### config.mk
export PLATFORM = sky130hd
export DESIGN_NAME = ofdm_lane_serializer
export DESIGN_NICKNAME = d
export VERILOG_FILES = /design/src/rtl/ofdm_pkg.sv /design/src/rtl/ofdm_symbol_counter.sv /design/src/rtl/ofdm_lane_serializer.sv
export SDC_FILE = /design/constraint.sdc
export NUM_CORES = 1
export LEC_CHECK = 0
export CORE_MARGIN = 3
export CORE_UTILIZATION = 50
export CTS_CLUSTER_SIZE = 30
export DETAILED_ROUTE_END_ITERATION = 8
export PLACE_DENSITY = 0.88
export SLEW_MARGIN = 25
export SYNTH_ARGS = -nofsm -noshare
export SYNTH_HDL_FRONTEND = slang
export SYNTH_SLANG_ARGS = --single-unit
### constraint.sdc
create_clock -name clk -period 2.65 [get_ports clk]
set_clock_uncertainty 0.15 [all_clocks]
set_input_delay 0.53 -clock clk [delete_from_list [all_inputs] [get_ports clk]]
set_output_delay 0.53 -clock clk [all_outputs]
set_load 0.005 [all_outputs]
### src/rtl/ofdm_pkg.sv
// ofdm_pkg
// Shared configuration and helpers for the OFDM sample-path blocks.
//   SAMPLE_W  : width of one I or Q sample
//   LANES     : samples packed per input word (lane 0 in the MSBs)
//   N_FFT     : samples per OFDM symbol (multiple of LANES, >= LANES)
//   SYM_CNT_W : width of the completed-symbol counter
// Helpers: clog2 for index widths, lane_extract to pull one sample from a word.
package ofdm_pkg;

    localparam int SAMPLE_W  = 16;
    localparam int LANES     = 4;
    localparam int N_FFT     = 64;
    localparam int SYM_CNT_W = 16;

    // Ceiling log2, never less than 1 so single-entry indices still get a bit.
    function automatic int clog2(input int value);
        int w;
        w = 1;
        while ((32'sd1 <<< w) < value) begin
            w = w + 1;
        end
        return w;
    endfunction

    localparam int WORD_W = SAMPLE_W * LANES;
    localparam int IDX_W  = clog2(N_FFT);
    localparam int LANE_W = clog2(LANES);

    typedef logic signed [SAMPLE_W-1:0] sample_t;
    typedef logic [WORD_W-1:0]          word_t;

    // Lane n of a packed word; lane 0 occupies the most significant sample slot.
    function automatic sample_t lane_extract(input word_t word, input logic [LANE_W-1:0] lane);
        int base;
        base = (LANES - 1 - int'(lane)) * SAMPLE_W;
        return sample_t'(word[base +: SAMPLE_W]);
    endfunction

endpackage

### src/rtl/ofdm_symbol_counter.sv
// ofdm_symbol_counter
// Tracks the sample position inside an N-sample OFDM symbol and counts
// completed symbols. Reused by the cyclic-prefix inserter.
// Ports:
//   clk, rst_n  : clock, asynchronous active-low reset
//   sync_clr    : synchronous clear of both counters (wins over advance)
//   advance     : one sample has been transferred this cycle
//   idx         : current sample index within the symbol
//   sym_cnt     : completed symbols, wraps modulo 2^CNT_W
//   sop, eop    : idx is the first / last sample of the symbol
module ofdm_symbol_counter
    import ofdm_pkg::*;
#(
    parameter int N     = N_FFT,
    parameter int CNT_W = SYM_CNT_W
) (
    input  logic                  clk,
    input  logic                  rst_n,
    input  logic                  sync_clr,
    input  logic                  advance,
    output logic [clog2(N)-1:0]   idx,
    output logic [CNT_W-1:0]      sym_cnt,
    output logic                  sop,
    output logic                  eop
);

    localparam int CW = clog2(N);
    localparam logic [CW-1:0] LAST_IDX = CW'(N - 1);

    logic [CW-1:0]    samp_idx_r;
    logic [CNT_W-1:0] sym_cnt_r;

    // Sample index and symbol counter; the index wrap closes one symbol.
    always_ff @(posedge clk or negedge rst_n) begin
        if (!rst_n) begin
            samp_idx_r <= '0;
            sym_cnt_r  <= '0;
        end else if (sync_clr) begin
            samp_idx_r <= '0;
            sym_cnt_r  <= '0;
        end else if (advance) begin
            if (samp_idx_r == LAST_IDX) begin
                samp_idx_r <= '0;
                sym_cnt_r  <= sym_cnt_r + CNT_W'(1);
            end else begin
                samp_idx_r <= samp_idx_r + CW'(1);
            end
        end
    end

    assign idx     = samp_idx_r;
    assign sym_cnt = sym_cnt_r;
    assign sop     = (samp_idx_r == CW'(0));
    assign eop     = (samp_idx_r == LAST_IDX);

endmodule

### src/rtl/ofdm_lane_serializer.sv
// ofdm_lane_serializer
// Splits packed LANES-wide I/Q words into one I/Q sample pair per cycle for
// the IFFT input, tagging each sample with its position in the OFDM symbol.
// Ports:
//   clk, rst_n          : clock, asynchronous active-low reset
//   sync_clr            : synchronous clear, drops the held word and counters
//   in_valid/in_ready   : upstream word handshake
//   in_phase/in_quad    : packed I/Q words, lane 0 in the MSBs
//   out_valid/out_ready : downstream sample handshake
//   out_i/out_q         : current sample pair
//   out_sop/out_eop     : first / last sample of a symbol
//   out_idx             : sample index within the symbol
//   sym_cnt             : completed symbols
module ofdm_lane_serializer
    import ofdm_pkg::*;
(
    input  logic                  clk,
    input  logic                  rst_n,
    input  logic                  sync_clr,
    input  logic                  in_valid,
    output logic                  in_ready,
    input  logic [WORD_W-1:0]     in_phase,
    input  logic [WORD_W-1:0]     in_quad,
    output logic                  out_valid,
    input  logic                  out_ready,
    output logic [SAMPLE_W-1:0]   out_i,
    output logic [SAMPLE_W-1:0]   out_q,
    output logic                  out_sop,
    output logic                  out_eop,
    output logic [IDX_W-1:0]      out_idx,
    output logic [SYM_CNT_W-1:0]  sym_cnt
);

    localparam logic [LANE_W-1:0] LAST_LANE = LANE_W'(LANES - 1);

    word_t             hold_i_r;
    word_t             hold_q_r;
    logic              hold_valid_r;
    logic [LANE_W-1:0] lane_idx_r;

    logic last_lane_s;
    logic xfer_s;
    logic accept_s;
    logic in_ready_s;
    logic sop_s;
    logic eop_s;

    assign last_lane_s = (lane_idx_r == LAST_LANE);
    assign xfer_s      = hold_valid_r & out_ready;

    // The out_ready -> in_ready path lets the next word load on the same edge
    // the last lane leaves, so words stream with no bubble.
    assign in_ready_s  = ~sync_clr & (~hold_valid_r | (last_lane_s & out_ready));
    assign accept_s    = in_valid & in_ready_s;

    // Holding register and lane pointer; a new word always restarts at lane 0.
    always_ff @(posedge clk or negedge rst_n) begin
        if (!rst_n) begin
            hold_i_r     <= '0;
            hold_q_r     <= '0;
            hold_valid_r <= 1'b0;
            lane_idx_r   <= '0;
        end else if (sync_clr) begin
            hold_i_r     <= '0;
            hold_q_r     <= '0;
            hold_valid_r <= 1'b0;
            lane_idx_r   <= '0;
        end else if (accept_s) begin
            hold_i_r     <= in_phase;
            hold_q_r     <= in_quad;
            hold_valid_r <= 1'b1;
            lane_idx_r   <= '0;
        end else if (xfer_s) begin
            if (last_lane_s) begin
                hold_valid_r <= 1'b0;
                lane_idx_r   <= '0;
            end else begin
                lane_idx_r   <= lane_idx_r + LANE_W'(1);
            end
        end
    end

    ofdm_symbol_counter #(
        .N     (N_FFT),
        .CNT_W (SYM_CNT_W)
    ) u_sym_counter (
        .clk      (clk),
        .rst_n    (rst_n),
        .sync_clr (sync_clr),
        .advance  (xfer_s),
        .idx      (out_idx),
        .sym_cnt  (sym_cnt),
        .sop      (sop_s),
        .eop      (eop_s)
    );

    // Outputs come straight from the holding register; idle cycles present
    // zeros so nothing downstream ever sees stale or unknown data.
    assign in_ready  = in_ready_s;
    assign out_valid = hold_valid_r;
    assign out_i     = hold_valid_r ? SAMPLE_W'(lane_extract(hold_i_r, lane_idx_r)) : SAMPLE_W'(0);
    assign out_q     = hold_valid_r ? SAMPLE_W'(lane_extract(hold_q_r, lane_idx_r)) : SAMPLE_W'(0);
    assign out_sop   = hold_valid_r & sop_s;
    assign out_eop   = hold_valid_r & eop_s;

endmodule

==> impl_results.md <==
* Sequential fraction of the synthesis area at 50.3%
* Distinct cells, synth at 36
* Avg Cell Area, Syn at around 9.9 um2
* Placed insts at 1107
* Crit path arrival time at 1.99 ns
* Fill cells at 1032
* Worst hold path depth at 2
* Endpoint class of the critical path: output port
* First-pass GRT wire length at 32.2 mm
* Yosys warns at 0
* Post-synthesis cell area at 0.00761 mm2
* Global Route Usage Sum at 24.8%
* Pre-CTS WS at ~0.11 ns
* Layout Nets at 1102
* GP Congestion at about 0.83
* Core Box Area at approximately 0.015 mm2
* Worst slew pin tran at 0.667 ns
* P&R area growth vs syn at 40.2%
* Die width at 129 um
* # setup viols final at 7
* DR DRC count at 0
* Rel. slew slack at between 50% and 60%
* CTS tree: done
* Setup Total Neg Slack at -0.0463 ns
* PwrDens at 557 mW/mm2
* DRT Pass-1 Iters at 5
* Final WL at ~20 mm
* Worst setup path startpoint: lane_idx_r[0]
* PortBufs at 190
* Die Ht at about 130 um
* Max FO, Critical Path at 7
* CTS buffer count at 17
* Post-synthesis instance total at 771
* Layout cells sized above 1 at 17.3%
* FMAX at 0.375 GHz
* DP Area at slightly below 0.01 mm2
* Iter 0 DRT Violations at 454
* Initial antenna violation count at 1
* Largest net degree at the start of global routing at 86
* Clock Tree Root: clkbuf_16
* Min-Delay Endpoint: u_sym_counter.sym_cnt[6]
* Htree depth at 4
* RSZ-0062 raised after global routing: yes
* Vias at roughly 6300
* Clock buffer depth at 2
* Min Tclk post-route at approximately 2.7 ns
* Post-synth net total at 908
* Proportion of netlist area held by the largest area contributor at 50.3%
* Detailed Place HPWL at 13.2 mm
* Ports at 191
* Row count at between 40 and 50
* Crit Path Category: reg2out
* Vias per inst at 5.44
* Slew Limit Fails at 0
* Status: finished, violations left
* Final std cells w/o fill at 1160
* Fin area at around 0.011 mm2
* Final worst path period share at 101%
* RR Startpoint: lane_idx_r[0]
* Static Leakage at 4.46 nW
* Final Hold Viols at 0
* Diodes inserted at 0
* Worst vdd ir at 0.000487 V
* Worst Path Required at ~2.0 ns
* Setup ws final at -0.0174 ns
* DIE AREA at 0.0167 mm2
* Sink Count at 153
* CP Launch Type: register
* Vias in the first global route at ~6400
* Initial Util at 51.7%
* Synth Register Bits at 153
* Failing checks: setup timing
* GRT overflow at 0
* R2R depth at 10
* DR WL/cell at 17.5 um
* Post-route ant nets at 0
* Cell taking the most area after synthesis: dfrtp_1
* Synth area leaders: dfrtp_1, nand2b_1, mux4_2, o21ai_0, nand2_1
* Flop2flop setup slack at 0.29 ns
* HP Class: in2reg
* Worst r2r dst: hold_q_r[50]
* Clk slew on worst S/H paths at ~0.060 ns
* Max-Cap Viols at 0
* Worst hold start: sync_clr
* Clk_lat worst skew at 0.42 ns
## cells in the final DEF (no fill, tap or decap), drive strengths merged, types with 2 or more instances in the layout
cell type      instances
nand3                 10
o21ai                127
clkinv                 4
nand2                137
clkbuf                22
xor2                   3
a21oi                 13
nand4                  7
buf                   76
xnor2                  5
or3                    3
nor3                   5
nand2b               126
mux2i                  4
dfrtp                153
clkdlybuf4s50        155
and4                   3
mux4                  32
nor4                   2
and3                   4
inv                    2
a31oi                  2
and2                  33
o31ai                  6
ha                     4
bufinv                 5
nor2                  17
or4                    6
## routing by layer
layer / wire length (um) / GRT usage [%]
met3: 1590 / 6.35
met4: 321 / 7.72
met1: 8430 / 32.7
met5: 13 / 0
met2: 9930 / 40.8
## area by class of cell
type / instances / area (um2) / area share (%)
flip-flops and latches: 153 / 3830 / 35.9
multi-input cells: 556 / 3580 / 33.6
repair buffers: 235 / 2370 / 22.3
clock buffers: 21 / 470 / 4.41
well taps: 184 / 230 / 2.16
clock inverters: 9 / 170 / 1.60
inverters: 2 / 7.51 / 0.0704
## worst max-delay path by stage
stage                      endpoint  cells after the start
after global routing       out_q[1]                      6
after CTS                  out_q[0]                      6
after floorplan           out_i[10]                      4
final                      out_q[1]                      6
after global placement     in_ready                      4
after detailed placement   in_ready                      4
## per-stage QoR
step / hold WS, ns / total power [W] / util (%)
final: 0.297 / 0.00594 / 72.6
after global routing: 0.300 / 0.00617 / 72.6
after CTS: 0.278 / 0.00599 / 72.8
after detailed placement: 0.304 / 0.00329 / 66.8
after global placement: 0.305 / 0.00327 / 66.8
after floorplan: 0.0844 / 0.00287 / -
## Yosys cell counts, drive strengths merged
cell / instances
nor4b: 1
inv: 2
a31o: 1
or4: 6
nand4: 7
nor2b: 1
nand3: 10
and2: 33
mux4: 32
nor4: 2
dfrtp: 153
a21boi: 1
and3: 4
buf: 17
or2: 1
nor2: 17
mux2: 1
nand2: 137
clkbuf: 43
nand2b: 126
xnor2: 5
a31oi: 2
and4: 3
a21oi: 13
xor2: 3
or3: 3
o31ai: 6
o21ai: 127
nor3b: 1
mux2i: 4
ha: 4
nor3: 5
## flip-flops by register name, indices dropped and copies added, names as in the netlist
name / count
hold_q_r: 64
out_valid: 1
lane_idx_r: 2
u_sym_counter.idx: 6
hold_i_r: 64
u_sym_counter.sym_cnt: 16
## worst max-delay path, cell delays in order (launching register included)
cell     delay, ns
dfrtp_2       0.44
buf_4         0.15
buf_12        0.13
buf_4         0.13
mux4_2        0.42
and2_4        0.17
buf_2         0.12
## cell families after synthesis
| kind of cell | synth area share, % |
|---|---|
| AND/OR/NAND/NOR | 24.3 |
| flip-flops | 50.3 |
| AO/OA/AOI/OAI | 10.2 |
| buffers and inverters | 3.37 |
| multiplexers | 10.1 |
| XOR/XNOR | 0.921 |
| adder cells (fa/ha/maj) | 0.658 |
## what timing repair did
action	4_1_cts	5_1_grt
hold endpoints to repair	35	0
endpoints found under the setup margin	33	34
cloned	4	0
pin swaps	3	0
setup buffers	19	3
hold buffers	1	0
resized for setup	160	7
## report_power, final
group | internal [W] | switching (W) | total [W]
combinational | 0.000443 | 0.000318 | 0.000761
clock | 0.00173 | 0.000909 | 0.00264
sequential | 0.00247 | 0.0000776 | 0.00255
Note: power is estimated with default switching activity, not from simulation.
